--- src/rtl/imem_access_ctrl.sv ---
// imem_access_ctrl: round-robin fetch/loader arbiter and fixed-window sequencer for a single-port instruction memory
module imem_access_ctrl #(
   parameter int ADDR_W        = 32,
   parameter int DATA_W        = 32,
   parameter int MEM_SIZE      = 256,
   parameter int ACCESS_CYCLES = 2
) (
   input  logic              clk,
   input  logic              rst,
   input  logic              if_req,
   input  logic [ADDR_W-1:0] if_addr,
   input  logic              if_flush,
   output logic              if_valid,
   output logic [DATA_W-1:0] if_rdata,
   input  logic              ld_req,
   input  logic [ADDR_W-1:0] ld_addr,
   input  logic [DATA_W-1:0] ld_wdata,
   output logic              ld_done,
   output logic              err,
   output logic [ADDR_W-1:0] mem_addr,
   output logic [DATA_W-1:0] mem_wdata,
   output logic              mem_read,
   output logic              mem_write,
   input  logic [DATA_W-1:0] mem_rdata,
   output logic              busy
);
   typedef enum logic [1:0] {IDLE, ACCESS, RESP} state_t;
   localparam logic [ADDR_W-1:0] MAX_ADDR = ADDR_W'(MEM_SIZE - 4);
   localparam logic [3:0] CNT_INIT = 4'(ACCESS_CYCLES - 1);
   state_t state, state_nx;
   logic last_ld, wr, bad, cancel, drop;
   logic [3:0] cnt;
   logic [ADDR_W-1:0] addr_q, g_addr;
   logic [DATA_W-1:0] wdata_q, rdata_q;
   logic f_req, gnt_ld, gnt, legal;
   // a flush in the same cycle masks the fetch; the loader wins ties unless it won last time
   always_comb begin
      f_req  = if_req & ~if_flush;
      gnt_ld = ld_req & (~f_req | ~last_ld);
      gnt    = gnt_ld | f_req;
      g_addr = gnt_ld ? ld_addr : if_addr;
      legal  = (g_addr[1:0] == 2'b00) && (g_addr <= MAX_ADDR);
   end
   always_ff @(posedge clk or negedge rst) begin
      if (!rst) begin
         state   <= IDLE;
         last_ld <= 1'b0;
         wr      <= 1'b0;
         bad     <= 1'b0;
         cancel  <= 1'b0;
         cnt     <= '0;
         addr_q  <= '0;
         wdata_q <= '0;
         rdata_q <= '0;
      end else begin
         state  <= state_nx;
         cancel <= (state == ACCESS) & (cancel | (if_flush & ~wr));
         if (state == IDLE) cnt <= CNT_INIT;
         else if (cnt != '0) cnt <= cnt - 4'd1;
         if (state == IDLE && gnt) begin
            last_ld <= gnt_ld;
            wr      <= gnt_ld;
            bad     <= ~legal;
            addr_q  <= g_addr;
            if (gnt_ld) wdata_q <= ld_wdata;
            if (!gnt_ld && !legal) rdata_q <= '0;
         end
         if (state == ACCESS && cnt == '0 && !wr) rdata_q <= mem_rdata;
      end
   end
   always_comb
      state_nx = state == IDLE   ? (gnt ? (legal ? ACCESS : RESP) : IDLE) :
                 state == ACCESS ? (cnt == '0 ? RESP : ACCESS) : IDLE;
   // a flush landing in the response cycle itself still drops that response
   always_comb begin
      drop      = cancel | if_flush;
      busy      = state != IDLE;
      mem_read  = (state == ACCESS) & ~wr;
      mem_write = (state == ACCESS) & wr;
      if_valid  = (state == RESP) & ~wr & ~drop;
      ld_done   = (state == RESP) & wr;
      err       = (state == RESP) & bad & (wr | ~drop);
      mem_addr  = addr_q;
      mem_wdata = wdata_q;
      if_rdata  = rdata_q;
   end
endmodule

--- config.mk ---
export PLATFORM = sky130hd
export DESIGN_NAME = imem_access_ctrl
export DESIGN_NICKNAME = d
export VERILOG_FILES = /design/src/rtl/imem_access_ctrl.sv
export SDC_FILE = /design/constraint.sdc
export NUM_CORES = 1
export LEC_CHECK = 0
export CORE_AREA = 2 2 110 112
export DETAILED_ROUTE_END_ITERATION = 6
export DIE_AREA = 0 0 112 114
export PLACE_DENSITY = 0.79
export SLEW_MARGIN = 40
export SYNTH_ARGS = -nofsm -noshare
export SYNTH_HDL_FRONTEND = slang
export SYNTH_SLANG_ARGS = --single-unit
--- constraint.sdc ---
create_clock -name clk -period 2 [get_ports clk]
set_input_delay 0.3 -clock clk [delete_from_list [all_inputs] [get_ports clk]]
set_output_delay 0.3 -clock clk [all_outputs]
set_load 0.03 [all_outputs]
## Word level (Yosys, flattened, before mapping)

Index checks and enable logic that the tools add are counted.

- Bitwise logic cells: 21
- Multipliers: 0
- Add/sub/neg operators: 1
- Divide/modulo/power cells: 0
- Shift-type cells: 0
- Equality and inequality tests: 2
- Muxes and demuxes: 11
- Order comparisons: 1
- Reductions and logical operators: 18

Operator list:

| cell | number |
|---|---|
| $mux W32 | 4 |
| $le A32 B8 Y1 const B | 1 |
| $and A1 B1 Y1 | 11 |
| $mux W2 | 5 |
| $mux W4 | 2 |
| $reduce_bool A2 Y1 | 4 |
| $logic_and A1 B1 Y1 | 5 |
| $not A1 Y1 | 5 |
| $or A1 B1 Y1 | 5 |
| $logic_not A2 Y1 | 2 |
| $logic_not A4 Y1 | 1 |
| $reduce_and A2 Y1 | 2 |
| $reduce_bool A4 Y1 | 1 |
| $sub A4 B1 Y4 const B | 1 |
| $logic_not A1 Y1 | 3 |
| $eq A2 B1 Y1 const B | 1 |
| $eq A2 B2 Y1 const B | 1 |

- ROM bits: 0
- Input bits: 133
- Bits in registers: 105
- Logic and storage cells: 62
- Output and inout port bits: 102
- Latch bits: 0
- Memories: 0
- RAM bits: 0

## Longest topological paths before layout

Gate-level depths: netlist of run 1.

- Word-level depth: 13
- Gate-level depth with buffers: 8
- Depth with buffers taken out: 6

## Least setup slack after synthesis of run 1

OpenSTA, ideal clock, no wires.

- Path type: register to register
- From: reg cnt[0]
- To: reg rdata_q[10], in the netlist if_rdata[10]
- Stages on the path, launching flop included: 9
- Data required time: 1.876 ns
- Period minus slack after synthesis: 1.866 ns
- Arrival time: 1.742 ns
- Buffers on the path: 2
- Setup time: 0.124 ns
- Slack: 0.134 ns
- Path through: dfrtp_1 > inv_1 > ha_1 > or3b_4 > or3_1 > buf_2 > buf_6 > nand2_1 > a21oi_1

- Cells in the longest elaborated chain, start to end: 5
- Elaborated cells between the ends (all ways): 7
- Classes of those cells: mux: 1; reduce/logical: 6

Ends and longest elaborated chain:

| item | RTL line | RTL |
|---|---|---|
| from (decl) | 32 | `logic [3:0] cnt;` |
| from (signal assigned) | 59 | `else if (cnt != '0) cnt <= cnt - 4'd1;` |
| $logic_not A4 Y1 (*) | 68 | `if (state == ACCESS && cnt == '0 && !wr) rdata_q <= mem_rdata;` |
| $logic_and A1 B1 Y1 (*) (2 in series) | 68 |  |
| $reduce_bool A2 Y1 (no source line) | - |  |
| $reduce_and A2 Y1 (no source line) | - |  |
| to (signal assigned) | 68 |  |
| to (decl) | 34 | `logic [DATA_W-1:0] wdata_q, rdata_q;` |

Every way passes the cells marked *; elsewhere a longest branch is shown, timed or not.
A chain may end at the register's enable or synchronous reset.

## Worst setup path in the final report of run 1

- From: reg cnt[0]
- To: reg rdata_q[19], in the netlist if_rdata[19]

The elaborated chain is that of the path after synthesis.

==> flow_metrics.tcl, run 1 <==
set metrics [dict create \
    track_usage_pct 20.14 \
    ys_types 36 \
    clk_pin_slew_ns 0.07 \
    syn_inst 421 \
    clock_path_buffers 2 \
    drt-vias-per-instance 5.000 \
    portBuffers 234 \
    powerDensity_mw_per_mm2 1010 \
    grt_overflow 0 \
    grt_pass1_wl_mm 20.57 \
    start_kind "flop" \
    worstPathRequired_ns 2.22 \
    ir_drop_mv 0.6140 \
    fin_tns_setup_ns 0 \
    finalNonFillerCells 812 \
    critPathCaptureType "flop" \
    setup_violations 0 \
    io_pins 235 \
    dr.first_iter.drc_count 159 \
    start_util_pct 38.70 \
    dieArea_sq_mm 0.01277 \
    utilization_pct 63.84 \
    drtAntennaViolNets 0 \
    fin_skew_ns 0.006490 \
    cts_tree "built" \
    via_count 4060 \
    cts_buffers 9 \
    synth-seq-cells 105 \
    status "completed" \
    dr.pass1.iters 6 \
    area_delta_synth_final_pct 64.96 \
    fin_hold_ws_ns 0.4055 \
    fin_crit_sh_pct 96.62 \
    fillers 953 \
    synth_area_per_cell_sq_um 10.76 \
    antenna_found_initial 0 \
    placementRows 40 \
    wl_per_cell_um 15.92 \
    synth_nets 555 \
    clkLatencyLatePin_ns 0.34 \
    drive_gt1_share_pct 11.58 \
    fp.dieW_um 112 \
    max_cap_violations 0 \
    dp_cells 794 \
    routabilityCongestion 0.8595 \
    dpl.hpwl_mm 9.943 \
    cts_max_level 3 \
    rr_startpoint "cnt[0]" \
    crit_path_start "cnt[0]" \
    slew_violations 0 \
    maxSlewHeadroom_pct 69.47 \
    ys_async_sr_fraction_pct 100.0 \
    critical_path_class "flop to flop" \
    core_region_area_sq_mm 0.01171 \
    wl_mm 12.93 \
    grt_pass1_vias 4194 \
    finalHoldViolCount 0 \
    worst_pin_slew_ns 0.4569 \
    syn_area_sq_mm 0.004532 \
    rsz0062_at_grt "no" \
    cp_max_fo 32 \
    synth_edf_count 0 \
    cts_sinks 105 \
    yosysSeqAreaShare_pct 57.98 \
    fp.dieH_um 114 \
    finalCriticalPeriod_ns 1.932 \
    p_leak_nw 3.176 \
    fmax_ghz 0.5175 \
    grt_max_degree 65 \
    min_path_type "primary input to asynchronous set/reset pin" \
    ctsRootBufferMaster "clkbuf_16" \
    nNetsFinal 794 \
    yosysWarnings 0 \
    route.detailed.drc 0 \
    antenna_cells 0 \
    arrival_ns 2.16 \
    synthFlopType "dfrtp_1" \
]
## through the flow
stage / power [mW] / setup WS, ns / instance area, sq um
floorplan: 4.416 / 0.1342 / 4532
global route: 7.908 / 0.005486 / 7476
finish: 7.550 / 0.06762 / 7476
global placement: 5.842 / 0.08711 / 7176
CTS: 7.611 / 0.002675 / 7463
detailed placement: 5.922 / 0.01162 / 7176
## cells in the final DEF, fill, tap and decap left out, drive strengths merged, types with 2 or more instances in the layout
cell	instances
nor4	13
nand2b	2
mux2	33
buf	21
a211oi	2
clkinvlp	2
clkdlybuf4s50	228
clkbuf	9
a211o	2
mux2i	32
nor3b	2
inv	6
o21ai	33
nand3	2
nand2	102
a21oi	33
dfrtp	105
dlygate4sd2	3
nor3	3
xnor2	2
nor2	14
clkinv	3
## routing by layer
metal / up-vias / wire length (um) / GRT usage [%]
met4: 0 / 306 / 7.236
met2: 177 / 6411 / 35.84
met3: 25 / 1102 / 6.961
met5: - / 0 / 0
li1: 1923 / - / -
met1: 1935 / 5106 / 22.55
## flip-flops by register name, summed over array words and instances, names as in the netlist
| name | cells |
|---|---|
| if_rdata | 32 |
| state | 2 |
| mem_wdata | 32 |
| wr | 1 |
| mem_addr | 32 |
| bad | 1 |
| cnt | 4 |
| cancel | 1 |
## worst max-delay path, cell delays in order, from the launching register on
cell and delay [ns]:
dfrtp_1 0.39, inv_2 0.08, ha_2 0.20, or3b_4 0.42
or3_4 0.39, buf_12 0.17, nand2_1 0.08, a21oi_1 0.07
## final timing paths
kind | to | slack (ns) | cells after the start
min in group clk | mem_addr[31] | 0.48 | 2
worst min-delay path | if_rdata[18] | 0.41 | 2
worst min register to register | mem_addr[31] | 0.48 | 2
worst max register to register | if_rdata[19] | 0.07 | 7
max in group asynchronous | mem_wdata[0] | 0.94 | 3
worst max-delay path | if_rdata[19] | 0.07 | 7
## cell families (layout without fill, tap and decap cells)
logic type,count (synthesis),in the layout,synth area share (%)
compound gates,72,72,8.476
xor+xnor,2,2,0.3866
fa+ha+maj,1,1,0.2760
buf+inv,29,273,3.423
flops,105,105,57.98
mux,65,65,15.27
simple gates,147,147,14.19
## synth_stat cells (all sizes together), types with 2 or more instances
cell type | number | area (sq um)
a211oi | 2 | 20.02
mux2i | 32 | 320.3
xnor2 | 2 | 17.52
nor3 | 3 | 20.02
nand2 | 102 | 382.9
inv | 4 | 15.01
nor2 | 14 | 52.55
buf | 19 | 116.4
nand2b | 2 | 12.51
dfrtp | 105 | 2628
mux2 | 33 | 371.6
clkbuf | 6 | 23.77
a211o | 2 | 17.52
nor3b | 2 | 15.01
nand3 | 2 | 10.01
a21oi | 33 | 165.2
o21ai | 33 | 165.2
nor4 | 13 | 81.33
## layout make-up
class	instances	area [sq um]	area share (%)
multi-input cells	287	1782	23.83
clock inverters	7	53.80	0.7197
inverters	4	15.01	0.2008
clock buffers	9	225.2	3.013
repair buffers	253	2589	34.63
flip-flops and latches	105	2628	35.15
well taps	147	183.9	2.460
## what timing repair did
item                                    in CTS  in global routing
cloned                                       0                  0
buffers inserted                             0                  1
hold buffers                                 1                  0
endpoints found under the setup margin       8                 32
pin swaps                                    0                  0
endpoints found under the hold margin       22                  0
resized for setup                            4                  2
## power by group
part,switching [mW],internal [mW]
Clock,0.803,0.856
Combinational,1.64,1.43
Sequential,0.248,2.57
Total,2.69,4.86
Note: power is estimated with default switching activity, not from simulation.
==> run 2, diff against run 1 <==
CTS_CLUSTER_SIZE = 8   (was default)
SLEW_MARGIN = default   (was 40)
==> results of run 2 <==
Same layout as run 1: the final DEF is identical, and so are final timing and power.
